<file path="src/rtl/note_player_env_pkg.sv">
// rtl/note_player_env_pkg.sv - shared state encoding and constants for the enveloped note player
package note_player_env_pkg;

    localparam int NOTE_W   = 6;
    localparam int STEP_W   = 20;
    localparam int SAMPLE_W = 16;

    // Note index 0 is a rest: full timing, silent output.
    localparam logic [NOTE_W-1:0] NOTE_REST = '0;

    typedef enum logic [2:0] {
        ST_IDLE    = 3'd0,
        ST_LOAD    = 3'd1,
        ST_PLAY    = 3'd2,
        ST_RELEASE = 3'd3,
        ST_DONE    = 3'd4
    } state_t;

    // States in which the player produces audio and beats advance the note.
    function automatic logic is_sounding(input state_t s);
        return (s == ST_PLAY) || (s == ST_RELEASE);
    endfunction

endpackage

</file>
<file path="src/rtl/note_player_env_if.sv">
// rtl/note_player_env_if.sv - song reader and codec sample handshake bundle
// master: song reader / codec side; slave: note player.
interface note_player_env_if #(
    parameter int DUR_W = 6
);
    import note_player_env_pkg::*;

    logic [NOTE_W-1:0]          note_to_load;
    logic [DUR_W-1:0]           duration_to_load;
    logic                       load_new_note;
    logic                       done_with_note;
    logic                       generate_next_sample;
    logic signed [SAMPLE_W-1:0] sample_out;
    logic                       new_sample_ready;

    modport master (
        output note_to_load,
        output duration_to_load,
        output load_new_note,
        output generate_next_sample,
        input  done_with_note,
        input  sample_out,
        input  new_sample_ready
    );

    modport slave (
        input  note_to_load,
        input  duration_to_load,
        input  load_new_note,
        input  generate_next_sample,
        output done_with_note,
        output sample_out,
        output new_sample_ready
    );

endinterface

</file>
<file path="src/rtl/frequency_rom.sv">
// rtl/frequency_rom.sv - note index to phase step lookup, one cycle latency
// addr: note index; dout: registered phase step for sine_reader.
module frequency_rom
    import note_player_env_pkg::*;
(
    input  logic              clk,
    input  logic [NOTE_W-1:0] addr,
    output logic [STEP_W-1:0] dout
);

    always_ff @(posedge clk) begin
        dout <= STEP_W'(addr) * STEP_W'(2111);
    end

endmodule

</file>
<file path="src/rtl/note_player_env_gain.sv">
// rtl/note_player_env_gain.sv - saturating up/down envelope gain register
// inc: add ATTACK_STEP up to full scale; dec: subtract RELEASE_STEP down to 0;
// clear: force 0 (highest priority); gain: unsigned, full scale = 2^GAIN_W.
module env_gain #(
    parameter int GAIN_W       = 8,
    parameter int ATTACK_STEP  = 64,
    parameter int RELEASE_STEP = 64
) (
    input  logic            clk,
    input  logic            reset,
    input  logic            clear,
    input  logic            inc,
    input  logic            dec,
    output logic [GAIN_W:0] gain
);

    localparam logic [GAIN_W:0] FULL_G = (GAIN_W+1)'(1 << GAIN_W);
    localparam logic [GAIN_W:0] ATT_G  = (GAIN_W+1)'(ATTACK_STEP);
    localparam logic [GAIN_W:0] REL_G  = (GAIN_W+1)'(RELEASE_STEP);

    always_ff @(posedge clk or negedge reset) begin
        if (!reset) begin
            gain <= '0;
        end else if (clear) begin
            gain <= '0;
        end else if (inc) begin
            // Compare before adding so the sum never exceeds GAIN_W+1 bits.
            gain <= (gain >= FULL_G - ATT_G) ? FULL_G : gain + ATT_G;
        end else if (dec) begin
            gain <= (gain <= REL_G) ? '0 : gain - REL_G;
        end
    end

endmodule

</file>
<file path="src/rtl/sine_reader.sv">
// rtl/sine_reader.sv - phase accumulator sine source, one sample per request
// step_size: phase increment; generate_next: request pulse;
// sample_ready: pulse one cycle after a request; sample: signed sine value.
module sine_reader
    import note_player_env_pkg::*;
(
    input  logic                       clk,
    input  logic                       reset,
    input  logic [STEP_W-1:0]          step_size,
    input  logic                       generate_next,
    output logic                       sample_ready,
    output logic signed [SAMPLE_W-1:0] sample
);

    logic [STEP_W-1:0] phase;

    // Sixteen points of one period at amplitude 16384.
    function automatic logic signed [SAMPLE_W-1:0] sine_lut(input logic [3:0] idx);
        case (idx)
            4'd0:    sine_lut = 16'sd0;
            4'd1:    sine_lut = 16'sd6270;
            4'd2:    sine_lut = 16'sd11585;
            4'd3:    sine_lut = 16'sd15137;
            4'd4:    sine_lut = 16'sd16384;
            4'd5:    sine_lut = 16'sd15137;
            4'd6:    sine_lut = 16'sd11585;
            4'd7:    sine_lut = 16'sd6270;
            4'd8:    sine_lut = 16'sd0;
            4'd9:    sine_lut = -16'sd6270;
            4'd10:   sine_lut = -16'sd11585;
            4'd11:   sine_lut = -16'sd15137;
            4'd12:   sine_lut = -16'sd16384;
            4'd13:   sine_lut = -16'sd15137;
            4'd14:   sine_lut = -16'sd11585;
            default: sine_lut = -16'sd6270;
        endcase
    endfunction

    always_ff @(posedge clk or negedge reset) begin
        if (!reset) begin
            phase        <= '0;
            sample       <= '0;
            sample_ready <= 1'b0;
        end else begin
            sample_ready <= generate_next;
            if (generate_next) begin
                sample <= sine_lut(phase[STEP_W-1 -: 4]);
                phase  <= phase + step_size;
            end
        end
    end

endmodule

</file>
<file path="src/rtl/note_player_env.sv">
// rtl/note_player_env.sv - note player with latched loads, rests and linear attack/release envelope
// clk, reset (async, active low); play_enable: run/freeze; beat: beat strobe;
// io: note/duration/load/done toward the song reader, generate_next_sample /
//     sample_out / new_sample_ready toward the codec.
module note_player_env
    import note_player_env_pkg::*;
#(
    parameter int DUR_W         = 6,
    parameter int GAIN_W        = 8,
    parameter int ATTACK_STEP   = 64,
    parameter int RELEASE_STEP  = 64,
    parameter int RELEASE_BEATS = 4
) (
    input  logic clk,
    input  logic reset,
    input  logic play_enable,
    input  logic beat,
    note_player_env_if.slave io
);

    localparam int PROD_W = SAMPLE_W + GAIN_W + 2;
    localparam logic [DUR_W-1:0] REL_BEATS_D = DUR_W'(RELEASE_BEATS);

    state_t                     state;
    state_t                     state_next;
    logic [DUR_W-1:0]           count;
    logic [DUR_W-1:0]           count_next;
    logic [DUR_W-1:0]           count_inc;
    logic [DUR_W-1:0]           dur_reg;
    logic [NOTE_W-1:0]          note_reg;
    logic                       tick;
    logic                       gain_inc;
    logic                       gain_dec;
    logic                       gain_clear;
    logic [GAIN_W:0]            gain;
    logic [STEP_W-1:0]          step;
    logic                       sine_gen;
    logic                       sine_ready;
    logic signed [SAMPLE_W-1:0] sine_sample;
    logic signed [PROD_W-1:0]   product;
    logic signed [SAMPLE_W-1:0] scaled;
    logic signed [SAMPLE_W-1:0] sample_out_r;
    logic                       new_sample_ready_r;

    assign tick      = beat && play_enable;
    assign count_inc = count + DUR_W'(1);

    always_ff @(posedge clk or negedge reset) begin
        if (!reset) begin
            state    <= ST_IDLE;
            count    <= '0;
            note_reg <= '0;
            dur_reg  <= '0;
        end else begin
            state <= state_next;
            count <= count_next;
            if (io.load_new_note) begin
                note_reg <= io.note_to_load;
                dur_reg  <= io.duration_to_load;
            end
        end
    end

    always_comb begin
        state_next = state;
        count_next = count;
        gain_inc   = 1'b0;
        gain_dec   = 1'b0;
        gain_clear = 1'b0;
        // A load overrides everything, including a beat in the same cycle.
        if (io.load_new_note) begin
            state_next = ST_LOAD;
            count_next = '0;
            gain_clear = 1'b1;
        end else begin
            case (state)
                ST_LOAD: begin
                    // One cycle here covers the frequency_rom read latency.
                    if (dur_reg == '0) begin
                        state_next = ST_DONE;
                    end else if (dur_reg <= REL_BEATS_D) begin
                        state_next = ST_RELEASE;
                    end else begin
                        state_next = ST_PLAY;
                    end
                end
                ST_PLAY: begin
                    if (tick) begin
                        count_next = count_inc;
                        gain_inc   = 1'b1;
                        if (count_inc == dur_reg - REL_BEATS_D) begin
                            state_next = ST_RELEASE;
                        end
                    end
                end
                ST_RELEASE: begin
                    if (tick) begin
                        count_next = count_inc;
                        gain_dec   = 1'b1;
                        if (count_inc == dur_reg) begin
                            state_next = ST_DONE;
                        end
                    end
                end
                ST_DONE: begin
                    gain_clear = 1'b1;
                end
                default: begin
                    state_next = state;
                end
            endcase
        end
    end

    env_gain #(
        .GAIN_W       (GAIN_W),
        .ATTACK_STEP  (ATTACK_STEP),
        .RELEASE_STEP (RELEASE_STEP)
    ) u_gain (
        .clk   (clk),
        .reset (reset),
        .clear (gain_clear),
        .inc   (gain_inc),
        .dec   (gain_dec),
        .gain  (gain)
    );

    frequency_rom u_rom (
        .clk  (clk),
        .addr (note_reg),
        .dout (step)
    );

    assign sine_gen = play_enable && io.generate_next_sample && is_sounding(state);

    sine_reader u_sine (
        .clk           (clk),
        .reset         (reset),
        .step_size     (step),
        .generate_next (sine_gen),
        .sample_ready  (sine_ready),
        .sample        (sine_sample)
    );

    // Gain is unsigned, so a zero sign bit is prepended before the signed
    // multiply; full-scale gain then reproduces the sine exactly.
    assign product = PROD_W'(sine_sample) * PROD_W'($signed({1'b0, gain}));
    assign scaled  = SAMPLE_W'(product >>> GAIN_W);

    always_ff @(posedge clk or negedge reset) begin
        if (!reset) begin
            sample_out_r       <= '0;
            new_sample_ready_r <= 1'b0;
        end else begin
            new_sample_ready_r <= sine_ready && is_sounding(state);
            if (sine_ready && is_sounding(state)) begin
                sample_out_r <= (note_reg == NOTE_REST) ? '0 : scaled;
            end
        end
    end

    assign io.sample_out       = sample_out_r;
    assign io.new_sample_ready = new_sample_ready_r;
    assign io.done_with_note   = (state == ST_IDLE) || (state == ST_DONE);

endmodule

</file>
<file path="src/flat_wrapper.sv">
// flat-port wrapper written by rule: the top's interface ports become plain ports
module note_player_env_flat import note_player_env_pkg::*;
#(
    parameter int DUR_W         = 6,
    parameter int GAIN_W        = 8,
    parameter int ATTACK_STEP   = 64,
    parameter int RELEASE_STEP  = 64,
    parameter int RELEASE_BEATS = 4
)
  (clk, reset, play_enable, beat, io_note_to_load, io_duration_to_load, io_load_new_note, io_generate_next_sample, io_done_with_note, io_sample_out, io_new_sample_ready);
  note_player_env_if #(.DUR_W(DUR_W)) io_i ();
  input  logic clk;
  input  logic reset;
  input  logic play_enable;
  input  logic beat;
  input wire logic [$bits(io_i.note_to_load)-1:0] io_note_to_load;
  input wire logic [$bits(io_i.duration_to_load)-1:0] io_duration_to_load;
  input wire logic [$bits(io_i.load_new_note)-1:0] io_load_new_note;
  input wire logic [$bits(io_i.generate_next_sample)-1:0] io_generate_next_sample;
  output wire logic [$bits(io_i.done_with_note)-1:0] io_done_with_note;
  output wire logic [$bits(io_i.sample_out)-1:0] io_sample_out;
  output wire logic [$bits(io_i.new_sample_ready)-1:0] io_new_sample_ready;
  assign io_i.note_to_load = io_note_to_load;
  assign io_i.duration_to_load = io_duration_to_load;
  assign io_i.load_new_note = io_load_new_note;
  assign io_i.generate_next_sample = io_generate_next_sample;
  assign io_done_with_note = io_i.done_with_note;
  assign io_sample_out = io_i.sample_out;
  assign io_new_sample_ready = io_i.new_sample_ready;
  note_player_env #(.DUR_W(DUR_W), .GAIN_W(GAIN_W), .ATTACK_STEP(ATTACK_STEP), .RELEASE_STEP(RELEASE_STEP), .RELEASE_BEATS(RELEASE_BEATS)) u_core (.clk(clk), .reset(reset), .play_enable(play_enable), .beat(beat), .io(io_i));
endmodule
</file>
<file path="config.mk">
export PLATFORM = sky130hd
export DESIGN_NAME = note_player_env_flat
export DESIGN_NICKNAME = d
export VERILOG_FILES = /design/src/rtl/note_player_env_pkg.sv /design/src/rtl/note_player_env_if.sv /design/src/rtl/frequency_rom.sv /design/src/rtl/note_player_env_gain.sv /design/src/rtl/sine_reader.sv /design/src/rtl/note_player_env.sv /design/src/flat_wrapper.sv
export SDC_FILE = /design/constraint.sdc
export NUM_CORES = 1
export LEC_CHECK = 0
export BUFFER_PORTS_ARGS = -buffer_cell sky130_fd_sc_hd__buf_2
export CORE_MARGIN = 4
export CORE_UTILIZATION = 35
export CTS_CLUSTER_SIZE = 40
export DETAILED_ROUTE_END_ITERATION = 7
export SYNTH_ARGS = -nofsm -noshare
export SYNTH_HDL_FRONTEND = slang
export SYNTH_SLANG_ARGS = --single-unit
</file>
<file path="constraint.sdc">
create_clock -name clk -period 5.7 [get_ports clk]
set_input_delay 1.14 -clock clk [delete_from_list [all_inputs] [get_ports clk]]
set_output_delay 1.14 -clock clk [all_outputs]
set_load 0.05 [all_outputs]
</file>
* Word-level counts from Yosys, hierarchy flattened
Memory sizes are Yosys's and may differ from the RTL's. A register that Yosys moved wholly into a read port is not among the register bits.
Index checks and enable logic that the tools add are counted.
** Storage, ports and cells
- Flip-flop bits (word level) :: 86
- Memory bits (read-only) :: 256
- Bits of input ports :: 18
- Output and inout port bits :: 18
- Logic and storage cells :: 72
- Memories kept :: 1
** Memories
- (name not given) :: depth 16, bits a word 16, read ports 1, clocked after Yosys merged registers in 1, wr ports 0, line sine_reader.sv:19 : case (idx)
** Cells by class
- Add/subtract/negate cells :: 5
- $mul :: 2
- Order comparisons :: 3
- Eq/ne operators :: 10
- Muxes and demuxes :: 24
- Reductions and logical operators :: 17
** Operator list (number)
- two-way mux 9 bit :: 5
- multiplier 16 x 10 -> 24 bit :: 1
- adder 20 x 18 -> 20 bit :: 1
- multiplier 6 x 12 -> 18 bit, second input constant :: 1
- two-way mux 3 bit :: 6
- two-way mux 6 bit :: 3
- two-way mux 16 bit :: 1
- equality test 6 bit :: 2
- zero test 6 bit :: 2
- != test 3 x 2 -> 1 bit, second input constant :: 4
- adder 9 x 7 -> 9 bit, second input constant :: 1
- >= comparator 9 x 8 -> 1 bit, second input constant :: 1
- less-or-equal comparator 9 x 7 -> 1 bit, second input constant :: 1
- one-hot mux 3 bit (3 select lines) :: 1
- subtractor 9 x 7 -> 9 bit, second input constant :: 1
- two-way mux 1 bit :: 8
- adder 6 x 1 -> 6 bit, second input constant :: 1
- equality test 3 x 2 -> 1 bit, second input constant :: 2
- less-or-equal comparator 6 x 3 -> 1 bit, second input constant :: 1
- subtractor 6 x 3 -> 6 bit, second input constant :: 1
- AND reduction 5 bit :: 1
- logical AND 1 bit :: 4
- nonzero test 2 bit :: 2
- nonzero test 4 bit :: 1
- other kinds (8) :: 9

* Depth between registers and ports, before layout
- Word-level depth :: 7
- Mapped depth :: 19

* Modules after synthesis
A second synthesis with hierarchy kept.
** Second synthesis, totals
- Cells, all modules :: 1166
- Area, all modules :: 10911.7 um^2
** Modules (own cells, without submodules)
- note_player_env :: times used 1, cells an instance 713, area each 6622.6 um^2, seq. area each 950.9 um^2
- sine_reader :: times used 1, cells an instance 258, area each 2436.1 um^2, seq. area each 825.8 um^2
- frequency_rom :: times used 1, cells an instance 159, area each 1521.5 um^2, seq. area each 360.3 um^2
- env_gain :: times used 1, cells an instance 36, area each 331.6 um^2, seq. area each 75.1 um^2

* Worst setup path before layout
OpenSTA, ideal clock, no wires.
- Kind :: register to register
- Start :: register u_core.u_gain.gain[7]
- End :: register u_core.sample_out_r[15] (netlist: u_core.io.sample_out[15])
- Setup time :: 121 ps
- Arrival :: 4485 ps
- Required time :: 5579 ps
- Slack :: 1094 ps
- Cell stages (with the launch flop) :: 17
- Path buffers :: 2
- Clock period less this slack :: 4606 ps
- Cell sequence :: dfrtp_1 clkbuf_1 and2_1 ha_1 fa_1 fa_1 fa_1 ha_1 ha_1 clkbuf_1 o2111a_1 a2111oi_0 a41o_1 a21o_1 o21ai_1 xnor2_1 a22o_1
** Between the ends
- Longest elaborated chain between the ends :: 2
** RTL lines
- from (decl) :: line note_player_env_gain.sv:14 : output logic [GAIN_W:0] gain
- from (signal assigned) :: line note_player_env_gain.sv:28 : gain <= (gain >= FULL_G - ATT_G) ? FULL_G : gain + ATT_G;
- from (signal assigned) :: line note_player_env_gain.sv:30 : gain <= (gain <= REL_G) ? '0 : gain - REL_G;
- multiplier 16 x 10 -> 24 bit :: line note_player_env.sv:147 : assign product = PROD_W'(sine_sample) * PROD_W'($signed({1'b0, gain}));
- two-way mux 16 bit :: line note_player_env.sv:157 : sample_out_r <= (note_reg == NOTE_REST) ? '0 : scaled;
- to (signal assigned) :: line note_player_env.sv:157
- to (decl) :: line note_player_env.sv:42 : logic signed [SAMPLE_W-1:0] sample_out_r;
No other way between the ends.
A chain may end at the register's enable or synchronous reset.

* Worst setup path in the final report
- Start :: register u_core.u_gain.gain[7]
- End :: register u_core.sample_out_r[14] (netlist: u_core.io.sample_out[14])
Same word-level chain as after synthesis.

==> results.cfg <==
[status]
status = completed

[sta]
post-route-period-util_pct = 85.1
worst_pin_slew_ns = 0.901
skew_ns = 0.0102
hold_violations = 0
clock.fmax_mhz = 206
period_minus_slack_ns = 4.85
whs_ns = 0.492
rsz0062_at_grt = no
finalSetupTns_ns = 0
slew_headroom_pct = 39.8
finalSetupViolCount = 0
finalMaxSlewViolations = 0

[final_layout]
largest_reg_flops = 20
drive_gt1_share_pct = 8.42
syn_to_final_growth_pct = 11.3
fillerInstances = 2501
n_antenna_cell = 0
nets = 1219
top_register = u_core.u_sine.phase

[floorplan]
die_area_um2 = 28200
core_area_um2 = 25200
initial_core_util_pct = 35.5
die_w_um = 168
io_pins = 36
die_h_um = 168
num_rows = 58

[clock_network]
cts_tree = built
clk_pin_slew_worst_paths_ns = 0.07
cts_htree_levels = 3
ctsResizeCount = 0
cts_setup_buffers = 0
cts.path.max_buffers = 2
clkSinkCount = 92
clk_latency_ns = 0.36
postCtsHoldBufs = 0
cts_root_buffer = clkbuf_16
cts_made_buffers = 9

[grt]
grt_overflow_total = 0
first_global_vias = 6430
grt_pass1_wl_mm = 30.3
grt_usage_pct = 13.0
antenna_found_initial = 0
grt_max_degree = 57

[logic_synthesis]
syn_inst = 930
ys_ff_latch = 92
syn-cell-area_um2 = 8940
yosys_most_used_dff = dfrtp_1
yosysWarnings = 0
synth_seq_area_share_pct = 24.7
synth_enable_flop_cells = 0
async_flop_share_pct = 80.4
postSynthAreaPerCell_um2 = 9.61
ys_types = 75

[routing]
ant_nets = 0
drt-pass1-iter-count = 5
detail_route.iter0.violations = 280
num_vias = 6561
drc = 0
routed_wl_mm = 17.8
wl_per_cell_um = 13.3
avgViaCountPerCell = 4.90

[place]
place.gp.congestion = 0.832
post-dp-hpwl_mm = 14.4
io_buffers = 35

[pwr]
seq_power_share_pct = 26.6
ir_worst_vdd_mv = 0.216
cellPowerDensity_nw_per_um2 = 384
p_switching_w = 0.00174
power.internal_w = 0.00208
combPwrFrac_pct = 57.6
swShare_pct = 45.5
clockPowerShare_pct = 15.8
p_leak_nw = 5.04

[critical_path]
crit_path_max_fanout = 17
crit_path_end_kind = flop
worstPathArrival_ns = 5.10
critPathLaunchType = flop
required_ns = 5.94
worst-setup-path-type = flop to flop

[run]
cap_violations = 0

[hold_path]
hp-class = flop to flop
area by class of cell:
class / count / area (um^2) / area share (%)
clock buffer: 9 / 225 / 2.26
clock inverter: 7 / 62.6 / 0.629
inverter: 95 / 357 / 3.58
multi-input combinational: 769 / 6480 / 65.1
sequential: 92 / 2210 / 22.2
tap: 330 / 413 / 4.15
timing repair buffer: 38 / 200 / 2.01
worst max-delay path, stage by stage, from the launching register on:
cell and delay, ns:
dfrtp_1 0.57, and2_1 0.24, ha_1 0.31, fa_1 0.52, fa_1 0.52, fa_1 0.48, ha_1 0.31, ha_1 0.40
nor2_1 0.19, nor2_1 0.06, o211ai_1 0.37, o22ai_1 0.15, a211oi_1 0.32, xnor2_1 0.10, a22o_1 0.19
power by group through the flow:
stage	Combinational (W)	Sequential, W	Clock, W
floorplan	0.00162	0.00115	0
global placement	0.00218	0.00103	0
detailed placement	0.00219	0.00103	0
CTS	0.00221	0.00102	0.000628
global route	0.00249	0.00105	0.000655
finish	0.00220	0.00102	0.000602
layer usage:
layer | GRT usage, % | wire length, um
met1 | 16.7 | 8280
met3 | 2.44 | 583
met4 | 2.96 | 236
met2 | 22.7 | 8750
met5 | 0 | 0
metrics by stage:
step	util [%]	instances	power, W	cell area (um^2)	worst slack, ns
finish	39.5	1340	0.00382	9950	0.848
global route	39.5	1340	0.00419	9950	0.535
CTS	39.5	1340	0.00385	9950	0.839
detailed placement	38.4	1324	0.00322	9660	0.844
global placement	38.4	1324	0.00320	9660	0.892
floorplan	-	990	0.00277	9170	1.09
synthesized netlist by cell type, drive strengths merged (12+ instances only):
cell type	number	area, um^2
ha	131	1640
inv	94	353
dfrtp	74	1850
nand2	68	258
fa	65	1300
o21ai	60	300
a21oi	48	248
and2	41	257
xnor2	37	332
nor2	35	131
clkbuf	31	116
a21o	21	158
xor2	21	184
dfxtp	18	360
nand3	15	80.1
a22o	14	123
nor3	12	60.1
cell families after synthesis:
logic type | count (synthesis) | share of synthesized area, %
AND/OR/NAND/NOR | 221 | 12.8
AO/OA/AOI/OAI | 215 | 15.9
adder cells (fa/ha/maj) | 196 | 32.9
buffers and inverters | 129 | 5.46
flip-flops | 92 | 24.7
XOR/XNOR | 58 | 5.77
multiplexers | 17 | 2.32
other | 2 | 0.0840
path summary, 6_finish.rpt:
path | to | startpoint | slack, ns | depth (start not counted)
worst min-delay path | u_core.u_sine.phase[0] | u_core.u_sine.phase[0] | 0.49 | 2
worst max register to register | u_core.io.sample_out[14] | u_core.u_gain.gain[7] | 0.85 | 14
worst max-delay path | u_core.io.sample_out[14] | u_core.u_gain.gain[7] | 0.85 | 14
worst min register to register | u_core.u_sine.phase[0] | u_core.u_sine.phase[0] | 0.49 | 2
max in group asynchronous | u_core.io.sample_out[7] | reset | 4.01 | 2
min in group asynchronous | u_core.dur_reg[5] | reset | 0.67 | 1
cell usage in the layout (no fill, tap or decap), types with 4 or more instances in the layout:
master / instances
o211ai_1: 7
nor3_1: 12
o21ai_1: 7
and3_1: 7
nor2_1: 35
buf_4: 4
dfxtp_1: 18
mux2_2: 10
nand2_1: 67
a22o_1: 14
dfrtp_1: 74
nor3b_1: 5
nand2b_1: 4
o21bai_1: 5
o21a_1: 8
a31oi_1: 9
mux2i_1: 5
nand3b_1: 6
and2_1: 41
inv_1: 93
inv_6: 4
a21o_1: 21
nand3_1: 13
xor2_1: 21
a21oi_1: 46
ha_1: 131
xnor2_1: 36
a211oi_1: 9
clkbuf_16: 9
conb_1: 62
nor2b_1: 6
o31ai_1: 6
fa_1: 65
o21ai_0: 53
buf_2: 34
nand4_1: 4
No activity file was read; power rests on OpenSTA's default activity.
